===== config.mk =====
export PLATFORM = sky130hd
export DESIGN_NAME = program_loader
export DESIGN_NICKNAME = d
export VERILOG_FILES = /design/src/rtl/program_loader.sv
export SDC_FILE = /design/constraint.sdc
export NUM_CORES = 1
export LEC_CHECK = 0
export BUFFER_PORTS_ARGS = -buffer_cell sky130_fd_sc_hd__clkbuf_2
export CAP_MARGIN = 5
export CORE_ASPECT_RATIO = 2
export CORE_MARGIN = 2
export CORE_UTILIZATION = 48
export DETAILED_ROUTE_END_ITERATION = 10
export GPL_ROUTABILITY_DRIVEN = 0
export PLACE_DENSITY = 0.84
export SETUP_SLACK_MARGIN = 0.2
export SLEW_MARGIN = 25
export SYNTH_ARGS = -nofsm -noshare
export SYNTH_HDL_FRONTEND = slang
export SYNTH_SLANG_ARGS = --single-unit

===== constraint.sdc =====
create_clock -name clk -period 1.65 [get_ports clk]
set_input_delay 0.33 -clock clk [delete_from_list [all_inputs] [get_ports clk]]
set_output_delay 0.33 -clock clk [all_outputs]
set_load 0.01 [all_outputs]

===== src/rtl/program_loader.sv =====
// Packs UART bytes MSB-first into 32-bit words and writes them to consecutive
// instruction-memory words until HALT or overflow. Optional: PROGRAM_LOADER_CHECKSUM_EN.
module program_loader #(
  parameter int unsigned INST_WIDTH     = 32,
  parameter int unsigned IM_ADDR_LENGTH = 32,
  parameter int unsigned MAX_WORDS      = 32,
  parameter logic [INST_WIDTH-1:0] HALT_WORD = 32'hFFFF_FFFF
) (
  input  logic                      clk,
  input  logic                      rst,
  input  logic                      i_start,
  input  logic [7:0]                i_rx_data,
  input  logic                      i_rx_done,
  output logic [IM_ADDR_LENGTH-1:0] o_IM_Addr,
  output logic [INST_WIDTH-1:0]     o_IM_Data,
  output logic                      o_IM_We,
  output logic                      o_busy,
  output logic                      o_done,
  output logic                      o_error
);

  localparam int unsigned IdxW = $clog2(MAX_WORDS + 1);

  typedef enum logic [2:0] {
    StIdle,
    StRecv,
`ifdef PROGRAM_LOADER_CHECKSUM_EN
    StCheck,
`endif
    StDone,
    StError
  } state_e;

  state_e                    state_q, state_d;
  logic [1:0]                cnt_q, cnt_d;
  logic [INST_WIDTH-9:0]     shreg_q, shreg_d;
  logic [IdxW-1:0]           idx_q, idx_d;
  logic [IdxW-1:0]           idx_inc;
  logic [IM_ADDR_LENGTH-1:0] addr_q, addr_d;
  logic [INST_WIDTH-1:0]     data_q, data_d;
  logic                      we_q, we_d;
  logic                      busy_q, busy_d;
  logic                      done_q, done_d;
  logic                      error_q, error_d;
  logic                      start_load;
`ifdef PROGRAM_LOADER_CHECKSUM_EN
  logic [7:0]                csum_q, csum_d;
`endif

  assign idx_inc = idx_q + IdxW'(1);

  always_comb begin
    state_d    = state_q;
    cnt_d      = cnt_q;
    shreg_d    = shreg_q;
    idx_d      = idx_q;
    addr_d     = addr_q;
    data_d     = data_q;
    we_d       = 1'b0;
    start_load = 1'b0;
`ifdef PROGRAM_LOADER_CHECKSUM_EN
    csum_d     = csum_q;
`endif

    unique case (state_q)
      StIdle: begin
        if (i_start) start_load = 1'b1;
      end
      StRecv: begin
        // The end-of-load decision is taken in the write cycle itself.
        if (we_q) begin
          idx_d = idx_inc;
          if (data_q == HALT_WORD) begin
`ifdef PROGRAM_LOADER_CHECKSUM_EN
            state_d = StCheck;
`else
            state_d = StDone;
`endif
          end else if (idx_inc == IdxW'(MAX_WORDS)) begin
            state_d = StError;
          end
        end
        // A byte landing in the final write cycle belongs to no word.
        if (i_rx_done && (state_d == StRecv)) begin
          shreg_d = {shreg_q[INST_WIDTH-17:0], i_rx_data};
          cnt_d   = cnt_q + 2'd1;
`ifdef PROGRAM_LOADER_CHECKSUM_EN
          csum_d  = csum_q ^ i_rx_data;
`endif
          if (cnt_q == 2'd3) begin
            we_d   = 1'b1;
            data_d = {shreg_q, i_rx_data};
            addr_d = IM_ADDR_LENGTH'({idx_q, 2'b00});
          end
        end
      end
`ifdef PROGRAM_LOADER_CHECKSUM_EN
      StCheck: begin
        if (i_rx_done) state_d = (i_rx_data == csum_q) ? StDone : StError;
      end
`endif
      StDone, StError: begin
        if (i_start) start_load = 1'b1;
      end
      default: state_d = StIdle;
    endcase

    if (start_load) begin
      state_d = StRecv;
      cnt_d   = 2'd0;
      shreg_d = '0;
      idx_d   = '0;
`ifdef PROGRAM_LOADER_CHECKSUM_EN
      csum_d  = 8'h00;
`endif
    end
  end

  always_comb begin
    busy_d  = (state_d == StRecv);
`ifdef PROGRAM_LOADER_CHECKSUM_EN
    busy_d  = busy_d || (state_d == StCheck);
`endif
    done_d  = (state_d == StDone);
    error_d = (state_d == StError);
  end

  always_ff @(posedge clk) begin
    if (!rst) begin
      state_q <= StIdle;
      cnt_q   <= 2'd0;
      shreg_q <= '0;
      idx_q   <= '0;
      addr_q  <= '0;
      data_q  <= '0;
      we_q    <= 1'b0;
      busy_q  <= 1'b0;
      done_q  <= 1'b0;
      error_q <= 1'b0;
`ifdef PROGRAM_LOADER_CHECKSUM_EN
      csum_q  <= 8'h00;
`endif
    end else begin
      state_q <= state_d;
      cnt_q   <= cnt_d;
      shreg_q <= shreg_d;
      idx_q   <= idx_d;
      addr_q  <= addr_d;
      data_q  <= data_d;
      we_q    <= we_d;
      busy_q  <= busy_d;
      done_q  <= done_d;
      error_q <= error_d;
`ifdef PROGRAM_LOADER_CHECKSUM_EN
      csum_q  <= csum_d;
`endif
    end
  end

  assign o_IM_Addr = addr_q;
  assign o_IM_Data = data_q;
  assign o_IM_We   = we_q;
  assign o_busy    = busy_q;
  assign o_done    = done_q;
  assign o_error   = error_q;

endmodule


==> impl_results.html <==
<table>
<tr><th>Metric</th><th>Value</th></tr>
<tr><th colspan="2">Route</th></tr>
<tr><td>Initial detailed-routing violation count</td><td>158</td></tr>
<tr><td>Routed WL per cell</td><td>around 17 um</td></tr>
<tr><td>Mean number of vias per cell</td><td>around 5.2</td></tr>
<tr><td>Total Routed Length</td><td>approximately 9400 um</td></tr>
<tr><td>Antenna Violating Nets Remaining</td><td>0</td></tr>
<tr><td>Number of iterations in the first detailed-routing pass</td><td>4</td></tr>
<tr><td>Number of remaining DRC errors</td><td>0</td></tr>
<tr><td>Routed vias</td><td>between 2000 and 3000</td></tr>
<tr><th colspan="2">Cells and area</th></tr>
<tr><td>Number of fill cells in the layout</td><td>about 480</td></tr>
<tr><td>Synthesis-to-layout area growth</td><td>36.3%</td></tr>
<tr><td>ANT cells</td><td>0</td></tr>
<tr><td>Multi-input logic area</td><td>between 1500 and 2000 um2</td></tr>
<tr><td>Total area of sequential cells</td><td>1560 um2</td></tr>
<tr><td>Layout Nets</td><td>roughly 480</td></tr>
<tr><td>Share of cells above drive strength 1</td><td>approximately 34%</td></tr>
<tr><th colspan="2">Floorplanning</th></tr>
<tr><td>Height of the chip</td><td>between 100 and 150 um</td></tr>
<tr><td>Area enclosed by the die boundary</td><td>about 7700 um2</td></tr>
<tr><td>Initial standard-cell utilization of the core</td><td>about half</td></tr>
<tr><td>Number of placed I/O pins</td><td>80</td></tr>
<tr><td>Cell row count</td><td>43</td></tr>
<tr><td>Die width</td><td>63.2 um</td></tr>
<tr><td>CORE AREA</td><td>a little under 7000 um2</td></tr>
<tr><th colspan="2">Critical path</th></tr>
<tr><td>Critical Path Stages</td><td>9</td></tr>
<tr><td>Type of the worst setup path</td><td>register to register</td></tr>
<tr><td>Highest cell delay on the worst timing path</td><td>between 0.3 and 0.4 ns</td></tr>
<tr><td>Worst R2R Path Depth</td><td>9</td></tr>
<tr><td>Reg-to-reg endpoint</td><td>shreg_q[6]</td></tr>
<tr><td>Kind of cell with the highest combined delay on the critical path</td><td>simple AND/OR/NAND/NOR gates</td></tr>
<tr><td>Worst R2R Setup Slack</td><td>-0.26 ns</td></tr>
<tr><td>Worst flop-to-flop path startpoint</td><td>o_IM_Data[24]</td></tr>
<tr><td>Largest fanout of any net on the critical path</td><td>6</td></tr>
<tr><td>Type of origin of the critical path</td><td>register</td></tr>
<tr><td>Most common cell on crit path</td><td>sky130_fd_sc_hd__nand4_1</td></tr>
<tr><td>Worst path buffer plus inverter count</td><td>4</td></tr>
<tr><td>Worst path cell trace</td><td>nand4_1, nor4_2, buf_4, nand3_4, nand4_1, buf_6, buf_12, buf_16, mux2i_2</td></tr>
<tr><td>Crit-path slowest cell</td><td>sky130_fd_sc_hd__dfxtp_2</td></tr>
<tr><td>Data required time of the critical path</td><td>around 1.9 ns</td></tr>
<tr><td>Worst Path Arrival</td><td>2.15 ns</td></tr>
<tr><td>Critical Path Sink Type</td><td>register</td></tr>
<tr><th colspan="2">Timing</th></tr>
<tr><td>Setup repair after global routing missed its margin</td><td>yes</td></tr>
<tr><td>Number of pins exceeding their max-slew limit in the final report</td><td>0</td></tr>
<tr><td>Crit share post-route</td><td>116%</td></tr>
<tr><td>Hold slack final</td><td>between 0.2 and 0.3 ns</td></tr>
<tr><td>Achievable frequency</td><td>~520 MHz</td></tr>
<tr><td>Final setup margin</td><td>-0.256 ns</td></tr>
<tr><td>Total of endpoints with negative setup slack in the final report</td><td>69</td></tr>
<tr><td>Post-layout minimum cycle time</td><td>1.91 ns</td></tr>
<tr><td>Final-layout setup total negative slack</td><td>-8.06 ns</td></tr>
<tr><td>Final clock skew</td><td>approximately 0.0052 ns</td></tr>
<tr><td>Final hold viol count</td><td>0</td></tr>
<tr><th colspan="2">GRT</th></tr>
<tr><td>Global-route congestion overflow total</td><td>0</td></tr>
<tr><td>Number of antenna violations at the first check in global routing</td><td>0</td></tr>
<tr><td>Pin count of the biggest net entering global routing</td><td>36</td></tr>
<tr><td>Global-route wire length before repair</td><td>approximately 14000 um</td></tr>
<tr><td>Overall Global Routing Usage</td><td>24.2%</td></tr>
<tr><td>Number of global-route vias before repair</td><td>about 2900</td></tr>
<tr><th colspan="2">Yosys</th></tr>
<tr><td>Total of flip-flops plus latches after synthesis</td><td>between 70 and 80</td></tr>
<tr><td>Synth Warn #</td><td>0</td></tr>
<tr><td>Average cell area after synthesis</td><td>9.24 um2</td></tr>
<tr><td>Distinct cells, synth</td><td>35</td></tr>
<tr><td>Mapped Area</td><td>3360 um2</td></tr>
<tr><td>Register area share after synthesis</td><td>roughly 46%</td></tr>
<tr><td>Number of instances in the synthesized netlist</td><td>between 300 and 400</td></tr>
<tr><th colspan="2">CTS</th></tr>
<tr><td>Number of sinks on the clock net</td><td>77</td></tr>
<tr><td>Level count of the clock H-tree</td><td>3</td></tr>
<tr><td>Clock latency reported for the late side of the worst-skew pair</td><td>0.34 ns</td></tr>
<tr><td>Number of CTS-inserted buffers</td><td>9</td></tr>
<tr><td>TritonCTS clock tree</td><td>built</td></tr>
<tr><td>Clock Path Buffers</td><td>2</td></tr>
<tr><td>Clock transition at the registers of the reported paths</td><td>about 0.060 ns</td></tr>
<tr><td>Cell chosen for the clock root</td><td>sky130_fd_sc_hd__clkbuf_16</td></tr>
<tr><th colspan="2">Min path</th></tr>
<tr><td>Type of the worst min-delay path</td><td>input port to register</td></tr>
<tr><td>Min-delay src</td><td>i_rx_data[3]</td></tr>
<tr><td>Worst hold endpoint</td><td>o_IM_Data[3]</td></tr>
<tr><td>Hold path depth</td><td>3</td></tr>
<tr><th colspan="2">Pwr</th></tr>
<tr><td>Combinational power share</td><td>under 10%</td></tr>
<tr><td>Sequential Power Share</td><td>between 40% and 50%</td></tr>
<tr><td>Power per unit of standard cell area</td><td>946 nW/um2</td></tr>
<tr><td>Internal power summed over all cells</td><td>0.00344 W</td></tr>
<tr><td>Switching Power</td><td>~0.00090 W</td></tr>
<tr><td>Switching share of power</td><td>about 21%</td></tr>
<tr><td>Part of the total power dissipated in the clock network</td><td>~53%</td></tr>
<tr><td>Peak VDD IR</td><td>~900 uV</td></tr>
<tr><td>Leakage power</td><td>approximately 2.3 nW</td></tr>
<tr><th colspan="2">Place</th></tr>
<tr><td>Half-perimeter wire length after placement</td><td>approximately 5600 um</td></tr>
<tr><td>Buffers on Ports</td><td>between 50 and 60</td></tr>
<tr><th colspan="2">Run status</th></tr>
<tr><td>Violations in the final reports</td><td>negative setup slack</td></tr>
<tr><td>Result of the run</td><td>finished, violations left</td></tr>
<tr><th colspan="2">Run</th></tr>
<tr><td># Max-Cap Violations</td><td>0</td></tr>
</table>
-- per-stage QoR --
| step | setup WS, ns | power [W] | util [%] | cell area, um2 | std cells |
|---|---|---|---|---|---|
| global route | -0.358 | 0.00445 | 66.6 | 4580 | 564 |
| CTS | -0.0950 | 0.00434 | 65.3 | 4500 | 562 |
| global placement | -0.0595 | 0.00207 | 56.9 | 3920 | 534 |
| floorplan | 0.0417 | 0.00206 | - | 3470 | 390 |
| finish | -0.256 | 0.00434 | 66.6 | 4580 | 564 |
| detailed placement | -0.111 | 0.00207 | 56.9 | 3920 | 534 |
-- worst max-delay path by stage --
stage             startpoint            end  slack [ns]
6_report       o_IM_Data[24]     shreg_q[6]       -0.26
5_1_grt        o_IM_Data[24]     shreg_q[8]       -0.36
4_1_cts        o_IM_Data[24]       cnt_q[0]       -0.09
3_5_place_dp         o_IM_We    shreg_q[16]       -0.11
3_3_place_gp         o_IM_We     shreg_q[1]       -0.06
2_1_floorplan  o_IM_Data[21]  o_IM_Data[13]        0.04
-- power groups by stage --
stage          combinational (W)  clock (W)  sequential, W
2_1_floorplan           0.000153          0        0.00191
3_3_place_gp            0.000155          0        0.00191
3_5_place_dp            0.000158          0        0.00191
4_1_cts                 0.000175    0.00230        0.00187
5_1_grt                 0.000201    0.00238        0.00187
6_report                0.000185    0.00228        0.00187
-- cells by family (layout without fill, tap and decap cells) --
family / after synthesis / in the layout / synth area share, %
AO/OA/AOI/OAI: 6 / 6 / 1.64
XOR/XNOR: 5 / 5 / 1.30
multiplexers: 65 / 65 / 19.4
AND/OR/NAND/NOR: 160 / 160 / 20.8
buffers and inverters: 48 / 132 / 10.2
flip-flops: 77 / 77 / 45.9
other: 1 / 27 / 0.112
adder cells (fa/ha/maj): 2 / 2 / 0.744
-- worst register-to-register path, cell delays in order, from the launching register on --
cell                      delay (ns)
sky130_fd_sc_hd__dfxtp_2        0.33
sky130_fd_sc_hd__nand4_1        0.13
sky130_fd_sc_hd__nor4_2         0.30
sky130_fd_sc_hd__buf_4          0.19
sky130_fd_sc_hd__nand3_4        0.09
sky130_fd_sc_hd__nand4_1        0.15
sky130_fd_sc_hd__buf_6          0.15
sky130_fd_sc_hd__buf_12         0.11
sky130_fd_sc_hd__buf_16         0.12
sky130_fd_sc_hd__mux2i_2        0.25
-- placed cells by master (no fill, tap or decap), drive strengths merged, types with 3 or more instances in the layout --
cell,netlist,final
nand2,117,117
dfxtp,77,77
mux2i,65,65
clkbuf,13,64
buf,33,60
conb,1,27
nor2,13,13
nand4,10,10
xor2,4,4
and3,4,4
bufinv,0,3
nand3,3,3
-- state kept, by name, indices dropped and copies added (netlist names) --
register / flops
o_IM_Addr: 6
cnt_q: 2
o_busy: 1
o_IM_Data: 32
idx_q: 6
shreg_q: 24
o_IM_We: 1
o_done: 1
state_q: 3
o_error: 1
-- per-layer routing --
layer | up-vias | routed length [um] | GRT usage, %
met3 | 42 | 429 | 3.85
met5 | - | 0 | 0
met4 | 0 | 605 | 18.8
met2 | 121 | 5200 | 45.5
li1 | 1364 | - | -
met1 | 1401 | 3160 | 23.0
-- timing repair --
item,4_1_cts,5_1_grt
cloned,3,1
gates resized for setup,19,16
buffers inserted,9,1
endpoints found under the setup margin,75,72
hold buffers,0,0
pin swaps,9,6
-- layout make-up --
class | count | area share, %
clock buffer | 10 | 5.21
clock inverter | 6 | 2.40
inverter | 2 | 0.164
multi-input combinational | 265 | 36.3
sequential | 77 | 34.0
tap | 90 | 2.46
timing repair buffer | 114 | 19.5
-- synth_stat cells --
| cell | instances | share of area, % |
|---|---|---|
| sky130_fd_sc_hd__xor2_1 | 4 | 1.0 |
| sky130_fd_sc_hd__nand4_1 | 10 | 1.9 |
| sky130_fd_sc_hd__nor3b_1 | 2 | 0.45 |
| sky130_fd_sc_hd__nand2_1 | 117 | 13 |
| sky130_fd_sc_hd__nor3_1 | 1 | 0.15 |
| sky130_fd_sc_hd__buf_12 | 2 | 1.2 |
| sky130_fd_sc_hd__nor4_1 | 2 | 0.37 |
| sky130_fd_sc_hd__and4b_1 | 1 | 0.30 |
| sky130_fd_sc_hd__nand2b_1 | 2 | 0.37 |
| sky130_fd_sc_hd__o21ai_0 | 1 | 0.15 |
| sky130_fd_sc_hd__conb_1 | 1 | 0.11 |
| sky130_fd_sc_hd__or2_2 | 1 | 0.19 |
| sky130_fd_sc_hd__and3_4 | 1 | 0.33 |
| sky130_fd_sc_hd__mux2i_1 | 65 | 19 |
| sky130_fd_sc_hd__and2_1 | 1 | 0.19 |
| sky130_fd_sc_hd__ha_1 | 2 | 0.74 |
| sky130_fd_sc_hd__a21oi_1 | 1 | 0.15 |
| sky130_fd_sc_hd__xnor2_1 | 1 | 0.26 |
| sky130_fd_sc_hd__clkbuf_1 | 13 | 1.5 |
| sky130_fd_sc_hd__o2111ai_4 | 1 | 0.78 |
| sky130_fd_sc_hd__o21a_1 | 1 | 0.22 |
| sky130_fd_sc_hd__nor4b_2 | 1 | 0.45 |
| sky130_fd_sc_hd__a31oi_1 | 1 | 0.19 |
| sky130_fd_sc_hd__buf_6 | 2 | 0.67 |
| sky130_fd_sc_hd__and3_1 | 3 | 0.56 |
| sky130_fd_sc_hd__nor2b_1 | 1 | 0.19 |
| sky130_fd_sc_hd__buf_4 | 28 | 6.3 |
| sky130_fd_sc_hd__nand3_1 | 2 | 0.30 |
| sky130_fd_sc_hd__nand3_2 | 1 | 0.30 |
| sky130_fd_sc_hd__or3b_1 | 1 | 0.26 |
| sky130_fd_sc_hd__inv_1 | 2 | 0.22 |
| sky130_fd_sc_hd__buf_8 | 1 | 0.45 |
| sky130_fd_sc_hd__dfxtp_1 | 77 | 46 |
| sky130_fd_sc_hd__o21ai_1 | 1 | 0.15 |
| sky130_fd_sc_hd__nor2_1 | 13 | 1.5 |
Power figures use the tool's default switching activity.
